--- config.mk ---
export PLATFORM = sky130hd
export DESIGN_NAME = motor_paso_eje_flat
export DESIGN_NICKNAME = d
export VERILOG_FILES = /design/src/rtl/motor_paso_eje_if.sv /design/src/rtl/motor_paso_eje.sv /design/src/flat_wrapper.sv
export SDC_FILE = /design/constraint.sdc
export NUM_CORES = 1
export LEC_CHECK = 0
export ABC_AREA = 0
export BUFFER_PORTS_ARGS = -buffer_cell sky130_fd_sc_hd__buf_2
export CAP_MARGIN = 40
export CORE_MARGIN = 2
export CORE_UTILIZATION = 45
export CTS_CLUSTER_SIZE = 25
export DETAILED_ROUTE_END_ITERATION = 6
export PLACE_DENSITY = 0.71
export RECOVER_POWER = 100
export SETUP_SLACK_MARGIN = 0.2
export SYNTH_ARGS = -nofsm -noshare
export SYNTH_HDL_FRONTEND = slang
export SYNTH_SLANG_ARGS = --single-unit
--- constraint.sdc ---
create_clock -name clk -period 5 [get_ports clk]
set_clock_uncertainty 0.1 [all_clocks]
set_input_delay 1 -clock clk [delete_from_list [all_inputs] [get_ports clk]]
set_output_delay 1 -clock clk [all_outputs]
set_load 0.03 [all_outputs]
--- src/rtl/motor_paso_eje_if.sv ---
// Command/feedback bundle between the motion controller (master) and one stepper axis (slave).
interface motor_paso_eje_if;
  logic        enable;
  logic        cmd_pos;
  logic        cmd_neg;
  logic        step;
  logic        dir;
  logic [15:0] pos_actual;
  logic        busy;
  logic        fault;
  logic        at_limit;

  modport master (
    output enable, cmd_pos, cmd_neg,
    input  step, dir, pos_actual, busy, fault, at_limit
  );

  modport slave (
    input  enable, cmd_pos, cmd_neg,
    output step, dir, pos_actual, busy, fault, at_limit
  );
endinterface

--- src/rtl/motor_paso_eje.sv ---
// Single-axis stepper driver: level step commands become timed STEP/DIR pulses, position is tracked.
// Define MOTOR_PASO_RAMPA_EN to enable the acceleration ramp on held commands.
module motor_paso_eje #(
  parameter int unsigned STEP_DIV  = 50000,
  parameter int unsigned PULSE_W   = 100,
  parameter int unsigned DIR_SETUP = 200,
  parameter int unsigned POS_MAX   = 360,
  parameter int unsigned POS_INIT  = 0,
  parameter bit          WRAP      = 1'b1
) (
  input  logic            clk,
  input  logic            rst,
  motor_paso_eje_if.slave bus
);

  typedef enum logic [1:0] {IDLE, DIR_SET, PULSE_HI, PULSE_LO} state_t;

  localparam logic [15:0] POS_TOP    = 16'(POS_MAX);
  localparam logic [15:0] POS_LAST   = 16'(POS_MAX - 1);
  localparam logic [15:0] POS_RST    = 16'(POS_INIT);
  localparam logic [31:0] HI_LAST    = 32'(PULSE_W - 1);
  localparam logic [31:0] SETUP_LAST = 32'(DIR_SETUP - 1);

  state_t      state_reg, state_next;
  logic [31:0] cnt_reg, cnt_next;
  logic        dir_reg, dir_next;
  logic [15:0] pos_reg, pos_next;
  logic        fault_reg, fault_next;
  logic        step_reg, busy_reg;
  logic        want_pos, want_neg, blocked, launch;
  logic [15:0] pos_stepped;
  logic [31:0] lo_last;

`ifdef MOTOR_PASO_RAMPA_EN
  localparam logic [31:0] PER_START = 32'(4 * STEP_DIV);
  localparam logic [31:0] PER_MIN   = 32'(STEP_DIV);
  localparam logic [31:0] PER_STEP  = 32'(STEP_DIV / 2);

  logic [31:0] period_reg, period_next;

  assign lo_last = period_reg - 32'(PULSE_W) - 32'd1;
`else
  assign lo_last = 32'(STEP_DIV - PULSE_W - 1);
`endif

  assign want_pos = bus.cmd_pos & ~bus.cmd_neg;
  assign want_neg = bus.cmd_neg & ~bus.cmd_pos;
  // On a saturating axis a command pointing past its end stop is dropped without touching dir.
  assign blocked  = !WRAP && ((want_pos && pos_reg == 16'd0) || (want_neg && pos_reg == POS_TOP));
  assign launch   = bus.enable && (want_pos || want_neg) && !blocked;

  always_comb begin
    pos_stepped = pos_reg;
    if (dir_reg) begin
      if (pos_reg != 16'd0) begin
        pos_stepped = pos_reg - 16'd1;
      end else if (WRAP) begin
        pos_stepped = POS_LAST;
      end
    end else begin
      if (WRAP) begin
        pos_stepped = (pos_reg == POS_LAST) ? 16'd0 : pos_reg + 16'd1;
      end else if (pos_reg != POS_TOP) begin
        pos_stepped = pos_reg + 16'd1;
      end
    end
  end

  always_comb begin
    state_next = state_reg;
    cnt_next   = 32'd0;
    dir_next   = dir_reg;
    pos_next   = pos_reg;
    fault_next = fault_reg;
    case (state_reg)
      IDLE: begin
        fault_next = bus.cmd_pos & bus.cmd_neg;
        if (launch) begin
          if (want_pos == dir_reg) begin
            state_next = PULSE_HI;
          end else begin
            dir_next   = want_pos;
            state_next = (DIR_SETUP == 0) ? PULSE_HI : DIR_SET;
          end
        end
      end
      DIR_SET: begin
        if (cnt_reg == SETUP_LAST) state_next = PULSE_HI;
        else                       cnt_next   = cnt_reg + 32'd1;
      end
      PULSE_HI: begin
        if (cnt_reg == HI_LAST) begin
          state_next = PULSE_LO;
          pos_next   = pos_stepped;
        end else begin
          cnt_next = cnt_reg + 32'd1;
        end
      end
      PULSE_LO: begin
        if (cnt_reg == lo_last) state_next = IDLE;
        else                    cnt_next   = cnt_reg + 32'd1;
      end
      default: state_next = IDLE;
    endcase
  end

`ifdef MOTOR_PASO_RAMPA_EN
  // Any IDLE cycle that does not continue in the same direction restarts the ramp at its slowest.
  always_comb begin
    period_next = period_reg;
    if (state_reg == IDLE && (!launch || want_pos != dir_reg)) begin
      period_next = PER_START;
    end else if (state_reg == PULSE_LO && cnt_reg == lo_last) begin
      period_next = (period_reg >= PER_MIN + PER_STEP) ? period_reg - PER_STEP : PER_MIN;
    end
  end

  always_ff @(posedge clk or negedge rst) begin
    if (!rst) period_reg <= PER_START;
    else      period_reg <= period_next;
  end
`endif

  always_ff @(posedge clk or negedge rst) begin
    if (!rst) begin
      state_reg <= IDLE;
      cnt_reg   <= 32'd0;
      dir_reg   <= 1'b0;
      pos_reg   <= POS_RST;
      fault_reg <= 1'b0;
      step_reg  <= 1'b0;
      busy_reg  <= 1'b0;
    end else begin
      state_reg <= state_next;
      cnt_reg   <= cnt_next;
      dir_reg   <= dir_next;
      pos_reg   <= pos_next;
      fault_reg <= fault_next;
      step_reg  <= (state_next == PULSE_HI);
      busy_reg  <= (state_next != IDLE);
    end
  end

  assign bus.step       = step_reg;
  assign bus.dir        = dir_reg;
  assign bus.pos_actual = pos_reg;
  assign bus.busy       = busy_reg;
  assign bus.fault      = fault_reg;
  assign bus.at_limit   = !WRAP && (pos_reg == 16'd0 || pos_reg == POS_TOP);

endmodule

--- src/flat_wrapper.sv ---
// flat-port wrapper written by rule: the top's interface ports become plain ports
module motor_paso_eje_flat 
#(
  parameter int unsigned STEP_DIV  = 50000,
  parameter int unsigned PULSE_W   = 100,
  parameter int unsigned DIR_SETUP = 200,
  parameter int unsigned POS_MAX   = 360,
  parameter int unsigned POS_INIT  = 0,
  parameter bit          WRAP      = 1'b1
)
  (clk, rst, bus_enable, bus_cmd_pos, bus_cmd_neg, bus_step, bus_dir, bus_pos_actual, bus_busy, bus_fault, bus_at_limit);
  motor_paso_eje_if bus_i ();
  input  logic clk;
  input  logic rst;
  input wire logic [$bits(bus_i.enable)-1:0] bus_enable;
  input wire logic [$bits(bus_i.cmd_pos)-1:0] bus_cmd_pos;
  input wire logic [$bits(bus_i.cmd_neg)-1:0] bus_cmd_neg;
  output wire logic [$bits(bus_i.step)-1:0] bus_step;
  output wire logic [$bits(bus_i.dir)-1:0] bus_dir;
  output wire logic [$bits(bus_i.pos_actual)-1:0] bus_pos_actual;
  output wire logic [$bits(bus_i.busy)-1:0] bus_busy;
  output wire logic [$bits(bus_i.fault)-1:0] bus_fault;
  output wire logic [$bits(bus_i.at_limit)-1:0] bus_at_limit;
  assign bus_i.enable = bus_enable;
  assign bus_i.cmd_pos = bus_cmd_pos;
  assign bus_i.cmd_neg = bus_cmd_neg;
  assign bus_step = bus_i.step;
  assign bus_dir = bus_i.dir;
  assign bus_pos_actual = bus_i.pos_actual;
  assign bus_busy = bus_i.busy;
  assign bus_fault = bus_i.fault;
  assign bus_at_limit = bus_i.at_limit;
  motor_paso_eje #(.STEP_DIV(STEP_DIV), .PULSE_W(PULSE_W), .DIR_SETUP(DIR_SETUP), .POS_MAX(POS_MAX), .POS_INIT(POS_INIT), .WRAP(WRAP)) u_core (.clk(clk), .rst(rst), .bus(bus_i));
endmodule
==> out/summary.md <==
The flow ran to the end, and the final reports show no timing, DRC or antenna violations. The post-synthesis average cell area came out at 8.95 um^2. Share of final-layout standard cells stronger than drive strength 1: 7.56%.

After layout, the worst setup slack is 1.72 ns. The clock-pin slew reported for the worst setup and hold paths after clock tree synthesis works out to 0.10 ns. The die outline area was 8700 um^2. The post-synth design cell area was 3590 um^2; the vias per cell was 6.25. The H-tree generated during clock tree synthesis spans 2 levels. For this design, the slowest cell found on the critical path is sky130_fd_sc_hd__clkbuf_1. Global routing consumed, over all layers together, 20.9% of the routing resources.

Die boundary height: 93.3 um. STA classifies the critical path endpoint as a flop. The initialized floorplan defines 32 standard-cell rows. The routed design uses 4230 um of met2 wire. Final routed wire length divided by cell count: 16.9 um.

The tool flagged a number of max-cap violations equal to 0. Measured against its own limit, the worst slew margin works out to 12.0%. During synthesis, Yosys emitted a total of 0 warnings.

The starting density of the core came out at 46.4%. In the final routing, the length of wire on met1 measures 3750 um. The number of port buffers is 24. In this run, CTS created clock tree buffers numbering 5. The wire length on met3 is 528 um.

The tools report the maximum resistive drop on vdd as 156 uV. The tools report the data arrival at the endpoint of the critical path as 3.33 ns. Counting flops with a built-in enable in the synthesized netlist gives 0. Once detailed placement completed, the half-perimeter wirelength came to 6010 um.

The run gives 0 as the remaining number of nets flagged by the antenna check after routing. The tools report the source-to-sink clock delay at the later pin of the worst-skew pair as 0.32 ns. The most frequently used flop master after synthesis was sky130_fd_sc_hd__dfrtp_1. Summed over all layers, the global routing overflow is 0. The final RePlAce weighted congestion is 0.919. The horizontal die dimension came out at 93.3 um. The tree is rooted in a sky130_fd_sc_hd__clkbuf_8. The placed instances occupy a cell area of 3740 um^2. The register with the most flip-flops in the layout has 32 of them.

The number of antenna violations at the first check in global routing is 0. In the final layout, the multi-input gates occupy 2030 um^2. The slew of the pin with the lowest slew margin is 1.32 ns, and the total number of clock tree sinks is 54.

The critical path is of the flop to flop type. The number of detailed-routing iterations run before antenna repair came out at 5. The run gives 776 as the fill cell instance count of the final layout.

Total power per unit cell area: 186 nW/um^2. The logs give 0.305 GHz for the highest attainable clock frequency and 8660 um for the detailed-route wire length. The final route contains 3,200 vias. The first routing iteration left 237 violations. The region available for standard cell placement spans 7730 um^2. The largest single stage delay on the critical path is 0.97 ns.

Storage element area: 1350 um^2. At the end of the flow, the number of nets in the layout was 421. Walking the worst path, the cells encountered are or4_1 -> nor4_1 -> a31oi_1 -> o21ai_2 -> clkbuf_1 -> nor2_1. Synthesis produced 401 cells.

The total chip power is 700 uW, and the number of instances resized during post-cts repair is 0. The number of placed I/O pins was 26; the period utilization was 65.7%. At the placement stage, the worst setup path has a slack of 2.22 ns.

Setup repair after global routing left no endpoint under its margin. For this design, the CTS-stage hold fixing added 0 buffers. In the final timing run, aggregate negative setup slack is 0 ns.

The antenna diode count was 0; the leakage dissipation was 0.00162 uW. The number of max-slew violations in the final report came out at 0. Post-CTS timing repair inserted 0 buffers for setup. TritonCTS built the clock tree. The topmost layer with routed signal wires is met4.

The logs give 5.04 ns for the data required time at the worst endpoint and 3,174 for the number of global-route vias before repair. Setup violations remaining at the end of the flow were counted as 0. Summing the sequential cell areas from Yosys gives 37.7% of the chip area. Entering global routing, the biggest net connects 55 pins. The share of flip-flops with an asynchronous set or reset works out to 100%. The number of storage elements in the synthesis netlist came out at 54. The smallest clock period supported by the final layout is computed as 3.28 ns. The tools report the hold violation total from the final report as 0. The run gives 2 as the number of buffers on the longest clock path.

The count of unresolved DRC violations after routing is 0. The kind of launch point of the worst setup path was a flop. Compared with the post-synthesis result, the final layout area differs by 5.02%. The tools report the number of distinct library cell variants in the gate-level netlist after synthesis as 63.

The final standard cell area without fillers came out at 3770 um^2. The tightest min-delay check is of the flop to flop type. The first global-routing pass estimated 14,800 um of wire. Of all nets on the critical path, the largest fanout is 32. Synthesis produced a netlist with a net count of 412.
-- through the flow --
stage | util, % | hold WS, ns | std cells
after floorplan | - | 0.355 | 401
after global placement | 48.3 | 0.370 | 504
after detailed placement | 48.4 | 0.390 | 505
after CTS | 49.5 | 0.413 | 512
after global routing | 48.8 | 0.446 | 512
final | 48.8 | 0.407 | 512
-- per-layer routing --
| layer | up-vias | global-route usage [%] |
|---|---|---|
| li1 | 1507 | - |
| met1 | 1564 | 25.2 |
| met2 | 109 | 37.0 |
| met3 | 20 | 3.46 |
| met4 | 0 | 8.21 |
| met5 | - | 0 |
-- synthesized netlist by cell type, types with 3 or more instances --
cell,instances,area share [%]
sky130_fd_sc_hd__a21oi_1,20,2.8
sky130_fd_sc_hd__a31oi_1,10,1.7
sky130_fd_sc_hd__and2_1,3,0.52
sky130_fd_sc_hd__and3_1,11,1.9
sky130_fd_sc_hd__and4_1,4,0.98
sky130_fd_sc_hd__buf_2,8,1.1
sky130_fd_sc_hd__clkbuf_1,14,1.5
sky130_fd_sc_hd__dfrtp_1,54,38
sky130_fd_sc_hd__ha_1,6,2.1
sky130_fd_sc_hd__inv_1,13,1.4
sky130_fd_sc_hd__nand2_1,24,2.5
sky130_fd_sc_hd__nand3_1,16,2.2
sky130_fd_sc_hd__nand4_1,20,3.5
sky130_fd_sc_hd__nor2_1,51,5.3
sky130_fd_sc_hd__nor3_1,12,1.7
sky130_fd_sc_hd__nor4_1,10,1.7
sky130_fd_sc_hd__nor4_2,4,1.4
sky130_fd_sc_hd__o21a_1,4,0.84
sky130_fd_sc_hd__o21ai_0,5,0.70
sky130_fd_sc_hd__o22ai_1,3,0.52
sky130_fd_sc_hd__o31ai_1,10,2.1
sky130_fd_sc_hd__or3_1,5,0.87
sky130_fd_sc_hd__or4_1,5,1.0
sky130_fd_sc_hd__or4_4,5,1.6
sky130_fd_sc_hd__xnor2_1,13,3.2
sky130_fd_sc_hd__xor2_1,20,4.9
-- final timing paths --
| kind | startpoint | endpoint | slack, ns | depth (start not counted) |
|---|---|---|---|---|
| setup / recovery | u_core.cnt_reg[14]$_DFF_PN0_ | u_core.cnt_reg[4]$_DFF_PN0_ | 1.72 | 6 |
| hold / removal | u_core.cnt_reg[0]$_DFF_PN0_ | u_core.cnt_reg[0]$_DFF_PN0_ | 0.41 | 1 |
| setup reg to reg | u_core.cnt_reg[14]$_DFF_PN0_ | u_core.cnt_reg[4]$_DFF_PN0_ | 1.72 | 6 |
| hold reg to reg | u_core.cnt_reg[0]$_DFF_PN0_ | u_core.cnt_reg[0]$_DFF_PN0_ | 0.41 | 1 |
| max in group asynchronous | rst | u_core.cnt_reg[27]$_DFF_PN0_ | 3.64 | 2 |
| min in group asynchronous | rst | u_core.bus.pos_actual[12]$_DFFE_PN0P_ | 0.70 | 2 |
-- final cells by class --
type,count,share of cell area [%]
Timing Repair Buffer,28,3.19
Clock buffer,5,1.83
Tap cell,102,3.39
Clock inverter,2,0.398
Inverter,14,1.39
Sequential cell,54,35.9
Multi-Input combinational cell,307,54.0
-- critical path: cells and delay by family (launching register included) --
| kind | cells | cell delay [ns] |
|---|---|---|
| buf+inv | 1 | 0.97 |
| compound gates | 2 | 0.26 |
| simple gates | 3 | 1.32 |
| flops | 1 | 0.46 |
-- logic make-up (layout without fill, tap and decap cells) --
logic type      Yosys count  count (layout)  share of synthesized area [%]
mux                       4               4                           1.19
compound gates           81              81                           17.2
xor+xnor                 33              33                           8.05
other cells               1               1                          0.105
fa+ha+maj                 6               6                           2.09
simple gates            182             182                           28.7
flops                    54              54                           37.7
buf+inv                  40              49                           4.99
-- cell usage in the layout (no fill, tap or decap), types with 3 or more instances in the layout --
master	count
sky130_fd_sc_hd__xnor2_1	13
sky130_fd_sc_hd__nor4_1	12
sky130_fd_sc_hd__o21a_1	4
sky130_fd_sc_hd__and2_1	3
sky130_fd_sc_hd__o21ai_0	7
sky130_fd_sc_hd__buf_4	3
sky130_fd_sc_hd__nand4_1	20
sky130_fd_sc_hd__o22ai_1	3
sky130_fd_sc_hd__inv_1	13
sky130_fd_sc_hd__nand3_1	16
sky130_fd_sc_hd__o31ai_1	11
sky130_fd_sc_hd__xor2_1	20
sky130_fd_sc_hd__nor2_1	51
sky130_fd_sc_hd__buf_2	3
sky130_fd_sc_hd__dfrtp_1	54
sky130_fd_sc_hd__a21oi_1	20
sky130_fd_sc_hd__and4_1	4
sky130_fd_sc_hd__or4_4	4
sky130_fd_sc_hd__or3_1	5
sky130_fd_sc_hd__nand2_1	24
sky130_fd_sc_hd__clkbuf_1	22
sky130_fd_sc_hd__a31oi_1	10
sky130_fd_sc_hd__nor3_1	12
sky130_fd_sc_hd__or4_1	6
sky130_fd_sc_hd__ha_1	6
sky130_fd_sc_hd__clkbuf_8	5
sky130_fd_sc_hd__and3_1	11
-- where the power goes --
| part | switching, uW | internal (uW) | total [uW] |
|---|---|---|---|
| clock network | 153 | 96.2 | 249 |
| registers | 0 | 436 | 436 |
| logic | 11.8 | 2.60 | 14.4 |
Note: power is estimated with default switching activity, not from simulation.
